File: src/rtl/uart_rx_typed_dechunker.sv
// Rebuilds typed chunks from the escaped UART byte stream and holds each
// complete chunk on the outputs until the consumer acknowledges it.
module uart_rx_typed_dechunker #(
    parameter int CONTENT_BUFFER_BYTE_SIZE  = 3,
    parameter int CONTENT_BUFFER_INDEX_SIZE = 32
) (
    input  logic                                  CLK,
    input  logic                                  RST,
    input  logic                                  is_rx_done,
    input  logic [7:0]                            rx_data,
    input  logic                                  chunk_ack,
    output logic                                  is_chunk_ready,
    output logic [7:0]                            chunk_type,
    output logic [CONTENT_BUFFER_INDEX_SIZE-1:0]  chunk_byte_size,
    output logic [CONTENT_BUFFER_BYTE_SIZE*8-1:0] chunk_bytes,
    output logic                                  is_chunk_dropped
);

    localparam int IDX = CONTENT_BUFFER_INDEX_SIZE;
    localparam logic [IDX-1:0] MAX_COUNT = IDX'(CONTENT_BUFFER_BYTE_SIZE);

    typedef enum logic [2:0] {
        IDLE,
        HDR_ESC,
        RECEIVING,
        DATA_ESC,
        HOLD
    } state_t;

    state_t                            state, state_n;
    logic [IDX-1:0]                    count, count_n;
    logic [7:0]                        type_n;
    logic [IDX-1:0]                    size_n;
    logic [CONTENT_BUFFER_BYTE_SIZE*8-1:0] bytes_n;
    logic                              ready_n, drop_n;
    logic                              start, store;
    logic [7:0]                        store_byte;

    always_comb begin
        state_n    = state;
        count_n    = count;
        type_n     = chunk_type;
        size_n     = chunk_byte_size;
        bytes_n    = chunk_bytes;
        ready_n    = is_chunk_ready;
        drop_n     = 1'b0;
        start      = 1'b0;
        store      = 1'b0;
        store_byte = rx_data;

        case (state)
            IDLE: begin
                if (is_rx_done && rx_data == 8'h00) state_n = HDR_ESC;
            end
            HDR_ESC: begin
                if (is_rx_done) begin
                    if (rx_data >= 8'h02)      start   = 1'b1;
                    else if (rx_data == 8'h01) state_n = IDLE;
                end
            end
            RECEIVING: begin
                if (is_rx_done) begin
                    if (rx_data == 8'h00) state_n = DATA_ESC;
                    else                  store   = 1'b1;
                end
            end
            DATA_ESC: begin
                if (is_rx_done) begin
                    if (rx_data == 8'h00) begin
                        store      = 1'b1;
                        store_byte = 8'h00;
                    end else if (rx_data == 8'h01) begin
                        state_n = HOLD;
                        size_n  = count;
                        ready_n = 1'b1;
                    end else begin
                        // A new header inside a chunk abandons the partial one.
                        drop_n = 1'b1;
                        start  = 1'b1;
                    end
                end
            end
            HOLD: begin
                if (chunk_ack) begin
                    ready_n = 1'b0;
                    state_n = (is_rx_done && rx_data == 8'h00) ? HDR_ESC : IDLE;
                end else if (is_rx_done) begin
                    drop_n = 1'b1;
                end
            end
            default: state_n = IDLE;
        endcase

        if (start) begin
            state_n = RECEIVING;
            type_n  = rx_data;
            count_n = '0;
            size_n  = '0;
            bytes_n = '0;
        end

        if (store) begin
            if (count == MAX_COUNT) begin
                drop_n  = 1'b1;
                state_n = IDLE;
            end else begin
                for (int i = 0; i < CONTENT_BUFFER_BYTE_SIZE; i++) begin
                    if (count == IDX'(i)) bytes_n[i*8 +: 8] = store_byte;
                end
                count_n = count + 1'b1;
                state_n = RECEIVING;
            end
        end
    end

    always_ff @(posedge CLK) begin
        if (RST) begin
            state            <= IDLE;
            count            <= '0;
            chunk_type       <= '0;
            chunk_byte_size  <= '0;
            chunk_bytes      <= '0;
            is_chunk_ready   <= 1'b0;
            is_chunk_dropped <= 1'b0;
        end else begin
            state            <= state_n;
            count            <= count_n;
            chunk_type       <= type_n;
            chunk_byte_size  <= size_n;
            chunk_bytes      <= bytes_n;
            is_chunk_ready   <= ready_n;
            is_chunk_dropped <= drop_n;
        end
    end

endmodule
File: config.mk
export PLATFORM = sky130hd
export DESIGN_NAME = uart_rx_typed_dechunker
export DESIGN_NICKNAME = d
export VERILOG_FILES = /design/src/rtl/uart_rx_typed_dechunker.sv
export SDC_FILE = /design/constraint.sdc
export NUM_CORES = 1
export LEC_CHECK = 0
export BUFFER_PORTS_ARGS = -buffer_cell sky130_fd_sc_hd__buf_2
export CORE_ASPECT_RATIO = 1.4
export CORE_MARGIN = 8
export CORE_UTILIZATION = 56
export CTS_CLUSTER_SIZE = 12
export DETAILED_ROUTE_END_ITERATION = 6
export PLACE_DENSITY = 0.84
export SLEW_MARGIN = 20
export SYNTH_ARGS = -nofsm -noshare
export SYNTH_HDL_FRONTEND = slang
export SYNTH_SLANG_ARGS = --single-unit
File: constraint.sdc
create_clock -name CLK -period 3.35 [get_ports CLK]
set_clock_uncertainty 0.2 [all_clocks]
set_input_delay 0.1675 -clock CLK [delete_from_list [all_inputs] [get_ports CLK]]
set_output_delay 0.1675 -clock CLK [all_outputs]
set_load 0.03 [all_outputs]
==> flow_summary_export.csv <==
group,metric,value,unit
clock_network,clockBufferDepth,2,
global_routing,grt_usage,22.5,%
synthesis,ys_async_sr_fraction,0,%
placement,dp_hpwl,8830,µm
synthesis,syn_area_per_cell,8.04,µm²
synthesis,syn_area,4720,µm²
sta,slew_headroom,43.4,%
synthesis,synthTopCellsByArea,"dfxtp_1 43%, nand2_1 9.9%, a21oi_1 8.1%",
global_routing,grt_pass1_wl,21700,µm
layout,seq_area,2020,µm²
route,vias,4654,
route,drt_iter0_drc,322,
clock_network,numClockSinks,101,
synthesis,synthTopCellsByCount,"124 x nand2_1, 101 x dfxtp_1, 76 x a21oi_1",
power_and_ir_drop,internal_power,1870,µW
synthesis,synth_most_common_cell,"nand2_1",
global_routing,grt-ovfl-total,0,
placement,io_buffers,77,
clock_network,cts_max_level,3,
sta,max_freq,317,MHz
synthesis,synth-seq-area-share,42.9,%
sta,max_slew.worst_pin.slew,848,ps
outcome,status,"finished, final reports clean",
critical_path,worst_setup_path_end_kind,"flip-flop",
power_and_ir_drop,p_clk_share,45.7,%
sta,setup_tns,0,ps
synthesis,synth_fp_nets,604,
synthesis,synth_flop_cell,"dfxtp_1",
route,viasPerCell,6.06,
sta,layout_min_cycle_time,3150,ps
critical_path,crit_required,3420,ps
critical_path,crit_fanout,8,
floorplanning,chipWidth,93.6,µm
floorplanning,die_height,125,µm
power_and_ir_drop,p_seq_share,51.1,%
sta,fin_crit_sh,94.1,%
power_and_ir_drop,swShare,20.6,%
global_routing,grt_pass1_vias,4593,
power_and_ir_drop,combPwrFrac,3.2,%
layout,final_layout_size_suffix_gt1_share,20.1,%
layout,fin_nets,678,
power_and_ir_drop,totalPowerFinal,2350,µW
route,drc,0,
synthesis,yosys_warnings,0,
floorplanning,die-area,11700,µm²
synthesis,netlist_instances,587,
layout,multi_input_area,2460,µm²
global_routing,antenna_found_initial,0,
route,antenna_left,0,
placement,dp_worst_setup_slack,502,ps
critical_path,crit_path_start,"rx_data[7]",
power_and_ir_drop,leakagePower,0.00219,µW
synthesis,synth_edf_count,0,
power_and_ir_drop,switchingPower,484,µW
layout,syn_to_final_growth,18.6,%
clock_network,cts-root-buf,"clkbuf_16",
clock_network,numCtsBuffers,9,
sta,drv_slew,0,
sta,grt_setup_unrepaired,"false",
clock_network,clock_latency,350,ps
floorplanning,core_area,8200,µm²
critical_path,worstPathArrival,3220,ps
hold_path,hp-class,"in -> reg",
synthesis,synth_top_cell_area_share,42.9,%
power_and_ir_drop,p_per_area,420,nW/µm²
hold_path,hold_start,"RST",
clock_network,cts.clk_slew.worst_paths,70,ps
floorplanning,top_level_ports,78,
sta,setup_violations,0,
synthesis,ys_types,67,
synthesis,yosys.area.top_type,"dfxtp_1",
critical_path,criticalPathCategory,"in -> reg",
clock_network,cts_tree,"done",
critical_path,reg2reg_from,"state[2]",
sta,finalHoldViolations,0,
layout,diodes,0,
power_and_ir_drop,ir_drop,0.263,mV
synthesis,synth_seq_cells,101,
layout,n_fill_cell,647,
floorplanning,initial_core_util,57.5,%
placement,gp_congestion,0.906,
job,cap_violations,0,
route,routed_wl,12900,µm
route,routedWlPerCell,16.8,µm
floorplanning,core.rowCount,39,
route,firstDrtPassIters,5,
global_routing,grt_max_degree,50,
sta,setup_ws,197,ps
critical_path,startpoint_type,"input pin",
## sequential cells by signal, indices dropped and copies added, names as in the netlist
| name | cells |
|---|---|
| chunk_byte_size | 32 |
| chunk_type | 8 |
| chunk_bytes | 24 |
| state | 3 |
| is_chunk_ready | 1 |
| count | 32 |
| is_chunk_dropped | 1 |
## cell usage in the layout, fill, tap and decap left out, types with 3 or more instances in the layout
cell             n
nand2_1        124
dfxtp_1        101
buf_2           77
a21oi_1         76
nand3_1         44
nor2_1          17
buf_4           17
nor3_1          14
inv_1           14
nor4_1          13
a21o_1          13
nand4_1         12
o21ai_1         11
dlygate4sd3_1   10
a22o_1           9
clkbuf_16        9
a22oi_1          8
and3_1           6
or3_1            5
ha_1             5
nor3b_1          4
and4_1           4
o22ai_1          4
nor4_2           3
xnor2_1          3
and2_1           3
nor4_4           3
mux2i_1          3
clkinv_2         3
clkbuf_8         3
## worst max-delay path, stage by stage
cell	delay, ps
dlygate4sd3_1	540
buf_2	160
nor3_1	260
buf_4	190
nand2_1	80
nor2_1	110
ha_1	250
and4bb_2	380
nand3_1	250
nor4_4	490
nand2_1	140
a21oi_1	200
## power by group through the flow
| stage | registers, µW | logic, µW | clock network [µW] |
|---|---|---|---|
| 2_1_floorplan | 1230 | 37.7 | 0 |
| 3_3_place_gp | 1230 | 61.2 | 0 |
| 3_5_place_dp | 1230 | 63.0 | 0 |
| 4_1_cts | 1200 | 72.7 | 1090 |
| 5_1_grt | 1200 | 80.5 | 1140 |
| 6_report | 1200 | 74.3 | 1070 |
## final cells by class
class | instances | share of cell area (%)
Clock buffer | 12 | 4.76
Clock inverter | 4 | 0.805
Inverter | 15 | 1.01
Multi-Input combinational cell | 430 | 44.0
Sequential cell | 101 | 36.1
Tap cell | 102 | 2.28
Timing Repair Buffer | 104 | 11.0
## per-stage QoR
stage / hold slack [ps] / utilization [%] / cell area [µm²] / instances
floorplan: 104 / - / 4720 / 587
global placement: 238 / 63.0 / 5170 / 742
global route: 167 / 68.2 / 5590 / 768
finish: 126 / 68.2 / 5590 / 768
detailed placement: 243 / 63.0 / 5170 / 742
CTS: 101 / 68.1 / 5580 / 768
## layer usage
metal,wire length [µm],GRT usage (%),share of wire (%)
met5,0,0,0
met4,435,11.2,3.4
met3,1030,5.67,8.0
met2,6340,37.1,49
met1,5080,26.2,39
## kinds of logic after synthesis
kind of cell / Yosys count / synth area share (%)
and+or+nand+nor: 273 / 29.7
AOI/OAI and AO/OA: 146 / 19.7
DFF: 101 / 42.9
buffers and inverters: 56 / 5.20
adders and majority gates: 5 / 1.33
xor gates and xnor gates: 3 / 0.557
muxes: 3 / 0.637
## worst paths after layout
kind                                       endpoint  slack (ps)  cells after the start
worst max-delay path                chunk_bytes[10]         200                     12
worst min-delay path                 is_chunk_ready         130                      3
worst max register to register      chunk_bytes[10]         540                      7
worst min register to register  chunk_byte_size[17]         250                      2
## what timing repair did
item	4_1_cts	5_1_grt
hold buffers	10	0
setup buffers	0	0
hold endpoints to repair	34	0
setup endpoints to repair	0	9
resized for setup	0	2
No activity file was read; power rests on OpenSTA's default activity.
